[src/rtl/mc_pkg.sv]
// Shared helpers for the memory-controller read path.
// Used by mc_read_arbiter_rr and mc_rr_grant.
package mc_pkg;

  localparam int MC_MAX_READ_LATENCY = 8;

  function automatic int clog2(input int v);
    int r;
    r = 0;
    while ((1 << r) < v) r++;
    return r;
  endfunction

  function automatic logic [3:0] onehot_to_index(
    input logic [15:0] oh
  );
    logic [3:0] idx;
    idx = '0;
    for (int i = 0; i < 16; i++)
      if (oh[i]) idx = idx | 4'(i);
    return idx;
  endfunction

endpackage

[src/rtl/mc_rr_grant.sv]
// Eligible-to-grant picker: round-robin under MC_ROUND_ROBIN_EN,
// otherwise fixed priority with the lowest index winning.
module mc_rr_grant #(
  parameter int NUM_PORTS = 2
) (
`ifdef MC_ROUND_ROBIN_EN
  input  logic                 clk,
  input  logic                 rst,
`endif
  input  logic [NUM_PORTS-1:0] eligible,
  output logic [NUM_PORTS-1:0] grant
);
  import mc_pkg::*;

`ifdef MC_ROUND_ROBIN_EN
  localparam int PW = (NUM_PORTS > 1) ?
                      clog2(NUM_PORTS) : 1;

  logic [PW-1:0] ptr;
  logic [PW-1:0] ptr_n;
  logic [3:0]    g_idx;
  logic [4:0]    g_nxt;
  logic          found;
  int            idx;

  always_comb begin
    grant = '0;
    found = 1'b0;
    idx   = 0;
    for (int k = 0; k < NUM_PORTS; k++) begin
      idx = (int'(ptr) + k) % NUM_PORTS;
      if (!found && eligible[idx]) begin
        grant[idx] = 1'b1;
        found      = 1'b1;
      end
    end
  end

  // Pointer moves just past the winner so it
  // becomes lowest priority next cycle.
  always_comb begin
    ptr_n = ptr;
    g_idx = onehot_to_index(16'(grant));
    g_nxt = {1'b0, g_idx} + 5'd1;
    if (found) begin
      if (int'(g_nxt) >= NUM_PORTS)
        ptr_n = '0;
      else
        ptr_n = PW'(g_nxt);
    end
  end

  always_ff @(posedge clk or posedge rst) begin
    if (rst) ptr <= '0;
    else     ptr <= ptr_n;
  end
`else
  logic found;

  always_comb begin
    grant = '0;
    found = 1'b0;
    for (int i = 0; i < NUM_PORTS; i++) begin
      if (!found && eligible[i]) begin
        grant[i] = 1'b1;
        found    = 1'b1;
      end
    end
  end
`endif

endmodule

[src/rtl/mc_read_arbiter_rr.sv]
// Multi-port read arbiter onto one pipelined memory read port.
// Define MC_ROUND_ROBIN_EN for round-robin, else fixed priority.
module mc_read_arbiter_rr #(
  parameter int NUM_PORTS    = 2,
  parameter int ADDR_WIDTH   = 32,
  parameter int DATA_WIDTH   = 32,
  parameter int READ_LATENCY = 1
) (
  input  logic                            clk,
  input  logic                            rst,
  input  logic [NUM_PORTS-1:0]            pValid,
  output logic [NUM_PORTS-1:0]            ready,
  input  logic [NUM_PORTS*ADDR_WIDTH-1:0] address_in,
  output logic [NUM_PORTS-1:0]            valid,
  input  logic [NUM_PORTS-1:0]            nReady,
  output logic [NUM_PORTS*DATA_WIDTH-1:0] data_out,
  output logic                            read_enable,
  output logic [ADDR_WIDTH-1:0]           read_address,
  input  logic [DATA_WIDTH-1:0]           data_from_memory,
  output logic                            busy
);
  import mc_pkg::*;

  logic [NUM_PORTS-1:0] eligible;
  logic [NUM_PORTS-1:0] grant;
  logic [NUM_PORTS-1:0] inflight;
  logic [NUM_PORTS-1:0] valid_q;
  logic [NUM_PORTS-1:0] capture;

  logic [READ_LATENCY-1:0][NUM_PORTS-1:0]  tag_q;
  logic [NUM_PORTS-1:0][DATA_WIDTH-1:0]    data_q;
  logic [NUM_PORTS-1:0][ADDR_WIDTH-1:0]    addr_v;

  assign addr_v = address_in;

  // A port may issue only with no read outstanding and a
  // slot that is empty or being drained this cycle.
  assign eligible = pValid & ~inflight &
                    (~valid_q | nReady) &
                    {NUM_PORTS{~rst}};

  mc_rr_grant #(
    .NUM_PORTS (NUM_PORTS)
  ) u_grant (
`ifdef MC_ROUND_ROBIN_EN
    .clk      (clk),
    .rst      (rst),
`endif
    .eligible (eligible),
    .grant    (grant)
  );

  assign capture     = tag_q[READ_LATENCY-1];
  assign ready       = grant;
  assign read_enable = |grant;
  assign valid       = valid_q;
  assign data_out    = data_q;
  assign busy        = (|inflight) | (|valid_q);

  always_comb begin
    read_address = '0;
    for (int i = 0; i < NUM_PORTS; i++)
      if (grant[i]) read_address = read_address | addr_v[i];
  end

  always_ff @(posedge clk or posedge rst) begin
    if (rst) begin
      tag_q <= '0;
    end else begin
      tag_q[0] <= grant;
      for (int k = 1; k < READ_LATENCY; k++)
        tag_q[k] <= tag_q[k-1];
    end
  end

  always_ff @(posedge clk or posedge rst) begin
    if (rst) begin
      inflight <= '0;
      valid_q  <= '0;
    end else begin
      inflight <= (inflight & ~capture) | grant;
      valid_q  <= capture | (valid_q & ~nReady);
    end
  end

  always_ff @(posedge clk or posedge rst) begin
    if (rst) begin
      data_q <= '0;
    end else begin
      for (int i = 0; i < NUM_PORTS; i++)
        if (capture[i]) data_q[i] <= data_from_memory;
    end
  end

endmodule

[config.mk]
export PLATFORM = sky130hd
export DESIGN_NAME = mc_read_arbiter_rr
export DESIGN_NICKNAME = d
export VERILOG_FILES = /design/src/rtl/mc_pkg.sv /design/src/rtl/mc_rr_grant.sv /design/src/rtl/mc_read_arbiter_rr.sv
export SDC_FILE = /design/constraint.sdc
export NUM_CORES = 1
export LEC_CHECK = 0
export ABC_AREA = 1
export ABC_CLOCK_PERIOD_IN_PS = 2500
export CAP_MARGIN = 25
export CORE_ASPECT_RATIO = 1.25
export CORE_UTILIZATION = 34
export CTS_BUF_LIST = sky130_fd_sc_hd__clkbuf_4
export DETAILED_ROUTE_END_ITERATION = 7
export PLACE_DENSITY = 0.88
export REMOVE_ABC_BUFFERS = 1
export SETUP_SLACK_MARGIN = 0.1
export SLEW_MARGIN = 20
export SYNTH_ARGS = -nofsm -noshare
export SYNTH_HDL_FRONTEND = slang
export SYNTH_SLANG_ARGS = --single-unit
export TNS_END_PERCENT = 1
[constraint.sdc]
create_clock -name clk -period 2.5 [get_ports clk]
set_input_delay 0.5 -clock clk [delete_from_list [all_inputs] [get_ports clk]]
set_output_delay 0.5 -clock clk [all_outputs]
set_load 0.02 [all_outputs]
* Word level (Yosys, flattened, before mapping)
Index checks and enable logic that the tools add are counted.
** Word-level totals
- Bits in read-only memories :: 0
- Input bits :: 102
- Bits in writable memories :: 0
- Memories kept :: 0
- Word-level logic and storage cells :: 29
- Output and inout port bits :: 102
- Bits in latches :: 0
- Flip-flop bits (word level) :: 70
** Cells by class
- Add/sub/neg operators :: 0
- Shift operators :: 0
- Mux-type cells :: 4
- Bitwise gates (word level) :: 15
- Equal/unequal tests :: 0
- Divide/modulo/power cells :: 0
- $mul :: 0
- Magnitude comparators :: 0
- Reduce and logical (&&, ||, !) cells :: 5
** Operators by type and width (count)
- $mux 32 :: 2
- $or 32x32->32 :: 1
- $and 2x2->2 :: 5
- $not 2->2 :: 4
- $or 2x2->2 :: 3
- $reduce_or 2->1 :: 3
- $mux 1 :: 2
- $logic_and 1x1->1 :: 1
- $logic_not 1->1 :: 1
- $not 1->1 :: 1
- $or 1x1->1 :: 1

* Depth between registers and ports, before layout
- Depth in word-level cells :: 9
- Gate-level depth with buffers :: 7
- Mapped depth without buffers :: 6

* Modules after synthesis
A second synthesis with hierarchy kept.
** Unflattened totals
- Cell total of the unflattened synthesis :: 406
- Area, all modules :: 3218.1 sq um
** By module, submodules not included
- mc_read_arbiter_rr :: instances 1, area each 3200.6 sq um, cells an instance 403, seq. area each 1751.7 sq um
- mc_rr_grant :: instances 1, area each 17.5 sq um, cells an instance 3, seq. area each 0.0 sq um

* Least setup slack after synthesis
No wires, ideal clock.
- Path type :: input to output
- Start :: input port rst
- End :: output port read_address[1]
- Path buffers :: 1
- Required time :: 2.000 ns
- Stages :: 6
- Slack :: -0.124 ns
- Data arrival time :: 2.124 ns
- Cell sequence :: inv_2 > nand3_2 > nor2_4 > buf_4 > nand3_1 > nand2_1
** Between the ends
- Word-level cells in the longest chain between the ends :: 7
- Elaborated cells between the ends (all ways) :: 9
- Those cells by class :: mux (4); bitwise (3); reduce/logical (2)
** Ends and longest elaborated chain
- start, declared :: RTL line mc_read_arbiter_rr.sv:10 : input logic rst,
- $not 1->1 * :: RTL line mc_read_arbiter_rr.sv:40 : {NUM_PORTS{~rst}};
- $and 2x2->2 * :: RTL line mc_read_arbiter_rr.sv:39 : (~valid_q | nReady) &
- $mux 1 :: RTL line mc_rr_grant.sv:64 : if (!found && eligible[i]) begin
- $logic_not 1->1 :: RTL line mc_rr_grant.sv:64
- $logic_and 1x1->1 :: RTL line mc_rr_grant.sv:64
- $mux 1 :: RTL line mc_rr_grant.sv:64
- $mux 32 * :: RTL line mc_read_arbiter_rr.sv:63 : if (grant[i]) read_address = read_address | addr_v[i];
- end, declared :: RTL line mc_read_arbiter_rr.sv:18 : output logic [ADDR_WIDTH-1:0] read_address,
Every way passes the cells marked *; elsewhere a longest branch is shown, timed or not.

* Final worst setup path
- Start :: input port nReady[0]
- End :: output port read_address[4]
** Between the ends
- Word-level cells in the longest chain between the ends :: 8
- Elaborated cells between the ends (all ways) :: 10
- Those cells by class :: mux (4); bitwise (4); reduce/logical (2)
** Ends and longest elaborated chain
- start, declared :: RTL line mc_read_arbiter_rr.sv:15 : input logic [NUM_PORTS-1:0] nReady,
- $or 2x2->2 * :: RTL line mc_read_arbiter_rr.sv:39
- $and 2x2->2 * :: RTL line mc_read_arbiter_rr.sv:38 : assign eligible = pValid & ~inflight &
- $and 2x2->2 * :: RTL line mc_read_arbiter_rr.sv:39
- $mux 1 * :: RTL line mc_rr_grant.sv:64
- $logic_not 1->1 :: RTL line mc_rr_grant.sv:64
- $logic_and 1x1->1 :: RTL line mc_rr_grant.sv:64
- $mux 1 :: RTL line mc_rr_grant.sv:64
- $mux 32 * :: RTL line mc_read_arbiter_rr.sv:63
Marks and branches as above.

==> results by stage <==
Floorplanning:
- The floorplan die height is 109 um.
- The core region area is 0.00880 mm^2.
- In this run the count of I/O pins placed on the die edge is 204.
- The row count is 38.
- The initial utilization of the core area, before any placement, comes to 35.7%.
- The floorplan die area is 0.00962 mm^2.
- The horizontal die dimension is 87.9 um.

Global routing:
- The pin count of the biggest net entering global routing is 67.
- The wire length of the first global-routing pass is 16400 um.
- The initial antenna violation count came to 0.
- For this run the aggregate overflow at the end of global routing stands at 0.
- The via count of the first global-routing pass is 3427.
- The aggregate global-route resource usage is 23.5%.

Setup path:
- The launch point of the worst path is nReady[0].
- Along the worst path, the maximum fanout reaches 19.
- By instance count, the cell type seen most on the critical path is sky130_fd_sc_hd__nand2_1.
- The critical path goes through clkdlybuf4s50_1, inv_1, nand2_1, nand3_4, buf_4, nand3_1, nand2_1, clkdlybuf4s15_2.
- Among all stages on the critical path, the largest delay is contributed by sky130_fd_sc_hd__clkdlybuf4s50_1.
- In this design, the stage delay of the slowest critical-path cell is 0.42 ns.
- The count of buffer and inverter cells on the critical path is 4.
- At the worst endpoint, the required time is 2.00 ns.
- The cell type group with the largest total delay on the critical path is buffers and inverters.
- The critical path data arrival time is 1.93 ns.
- The launching element type of the critical path is an input port.
- STA classifies the critical path endpoint as a primary output.
- The source of the worst register-to-register timing path is capture[0].
- The type of the worst setup path is in -> out.

Power:
- The static leakage is 2.64 nW.
- The areal power density over the cells is 703 mW/mm^2.
- Power comes to 3.91 mW.
- The peak supply drop is 0.000272 V.

CTS:
- In this run, post-CTS hold repair placed 0 buffers.
- The number of setup buffers added after CTS is 0.
- The cell chosen for the clock root is sky130_fd_sc_hd__clkbuf_4.
- Counting every sink on the clock net gives 70.
- The clock latency reported for the late side of the worst-skew pair is 0.40 ns.
- The total clock buffers created by CTS is 9.
- The total number of H-tree levels is 3.
- The longest clock path from root to sink contains 2 buffers.
- Clock-pin slew was measured on the worst setup and hold paths at 0.11 ns.
- TritonCTS built the clock tree.

Final layout:
- The most common library cell in the layout ignoring fill and taps is sky130_fd_sc_hd__nand2_1.
- With fillers left out, the area of the finished cells amounts to 0.00556 mm^2.
- The number of antenna repair diodes is 0.
- For this run, the number of standard cells in the final layout without fillers is 737.
- The final design utilization is 63.2%.
- In the final layout, the share of cells above drive strength 1 is 12.3%.
- The final net count is 714.
- The layout overhead on the synthesized area is 77.2%.
- The top cell types in the final layout, fill and taps aside, are 253 x sky130_fd_sc_hd__nand2_1, 167 x sky130_fd_sc_hd__clkdlybuf4s50_1, 70 x sky130_fd_sc_hd__dfrtp_1.

Worst hold path:
- The worst hold path belongs to the class in -> async.

STA:
- The worst setup skew after layout is 0.00859 ns.
- Adding up every negative setup slack in the final design gives 0 ns.
- The worst path in the final design needs a cycle of 2.43 ns, including I/O delays and setup.
- Setup repair after global routing could not meet its margin everywhere.
- For this run, the top clock speed supported by timing is 0.411 GHz.
- The worst hold-check slack is 0.155 ns.
- The remaining max-slew budget at the tightest pin is 42.9%.
- The final-report max-slew violation count was 0.
- The post-route clock period utilization is 97.3%.
- Setup violations remaining at the end of the flow were counted as 0.
- The final worst slack is 0.0670 ns.
- The total count of hold-check failures in the final report is 0.
- At the pin with the least slew margin, the transition time is 0.856 ns.

Place:
- The placed wire-length estimate after detailed placement is 8610 um.
- Port buffering added 203 buffers.
- The post-placement cell area is 0.00532 mm^2.
- Routability-driven placement finished with a final weighted congestion of 0.810.
- The minimum setup slack after placement is -0.296 ns.
- Including well taps, the total number of placed cells is 719.

Job:
- The number of max-capacitance violations reported is 0.

Synth:
- The portion of the post-synthesis area used by sequential elements is 55.8%.
- The netlist uses 16 different library cells.
- The number of register bits inferred by synthesis is 70.
- The mapped netlist covers 0.00314 mm^2.
- The average cell area after synthesis is 7.75 um^2.
- Yosys printed 0 warnings.
- After technology mapping, the gate count stands at 405.

Drt:
- The violation count after the first detailed-routing iteration is 161.
- The count of TritonRoute iterations in the first routing pass is 6.
- The final wirelength is 11400 um.
- Using the TritonRoute via totals, the vias-per-cell ratio works out to 4.74.
- After detailed routing, the average wire length per cell comes to 15.5 um.
- In the routed design, unresolved DRC markers number 0.
- The detailed router placed 3495 vias in this run.
- Once detail routing completed, the nets flagged for antenna violations numbered 0.

Run status:
- The run finished with clean final reports.
## where the power goes
group / internal (mW) / total, mW / switching (mW)
combinational: 0.797 / 1.67 / 0.869
clock: 0.320 / 0.696 / 0.377
sequential: 1.40 / 1.55 / 0.150
## logic make-up after synthesis
| kind of cell | after synthesis | share of synthesized area [%] |
|---|---|---|
| DFF | 70 | 55.8 |
| AOI/OAI and AO/OA | 4 | 0.638 |
| buffers and inverters | 33 | 5.62 |
| and+or+nand+nor | 298 | 37.9 |
## path summary, 6_finish.rpt
path / slack (ns) / endpoint / cells past startpoint
worst max register to register: 1.09 / data_out[28] / 4
worst max-delay path: 0.07 / read_address[4] / 8
min in group clk: 0.48 / data_out[36] / 2
worst min-delay path: 0.15 / valid[1] / 3
max in group asynchronous: 1.45 / data_out[5] / 3
worst min register to register: 0.48 / data_out[36] / 2
## Yosys cell counts
master                     instances  area share [%]
sky130_fd_sc_hd__nor2_2            1            0.20
sky130_fd_sc_hd__inv_1             8            0.96
sky130_fd_sc_hd__nor2_4            1            0.36
sky130_fd_sc_hd__buf_4             3            0.72
sky130_fd_sc_hd__buf_6             3             1.1
sky130_fd_sc_hd__nand3_4           1            0.56
sky130_fd_sc_hd__inv_2             1            0.12
sky130_fd_sc_hd__dfrtp_1          70              56
sky130_fd_sc_hd__inv_4             1            0.20
sky130_fd_sc_hd__buf_2            13             2.1
sky130_fd_sc_hd__o21ai_0           4            0.64
sky130_fd_sc_hd__nand3_2           1            0.32
sky130_fd_sc_hd__clkbuf_1          4            0.48
sky130_fd_sc_hd__nor2_1            2            0.24
sky130_fd_sc_hd__nand3_1          33             5.3
sky130_fd_sc_hd__nand2_1         259              31
## metal layers
metal | routed length [um] | track usage (%)
met4 | 238 | 10.9
met3 | 1140 | 7.88
met1 | 4140 | 24.0
met2 | 5880 | 42.6
met5 | 0 | 0
## cell type report
class                           instances  area [um^2]
Multi-Input combinational cell        302         1220
Clock inverter                          5         50.0
Sequential cell                        70         1750
Fill cell                             713         3230
Timing Repair Buffer                  219         2260
Tap cell                              120          150
Clock buffer                           11         82.6
Inverter                               10         42.5
## registers in the layout, summed over array words and instances (netlist names)
| name | flops |
|---|---|
| data_out | 64 |
| capture | 2 |
| inflight | 2 |
| valid | 2 |
## what timing repair did
item / 4_1_cts / 5_1_grt
pin swaps: 1 / 2
cloned: 0 / 2
gates resized for setup: 77 / 9
endpoints found under the hold margin: 0 / 0
setup endpoints to repair: 35 / 34
## worst register-to-register path: stages (launching register included)
cell                      delay [ns]
sky130_fd_sc_hd__dfrtp_1        0.39
sky130_fd_sc_hd__inv_1          0.45
sky130_fd_sc_hd__buf_4          0.35
sky130_fd_sc_hd__nand2_1        0.09
sky130_fd_sc_hd__nand2_1        0.07
(Power assumes the default switching activity.)
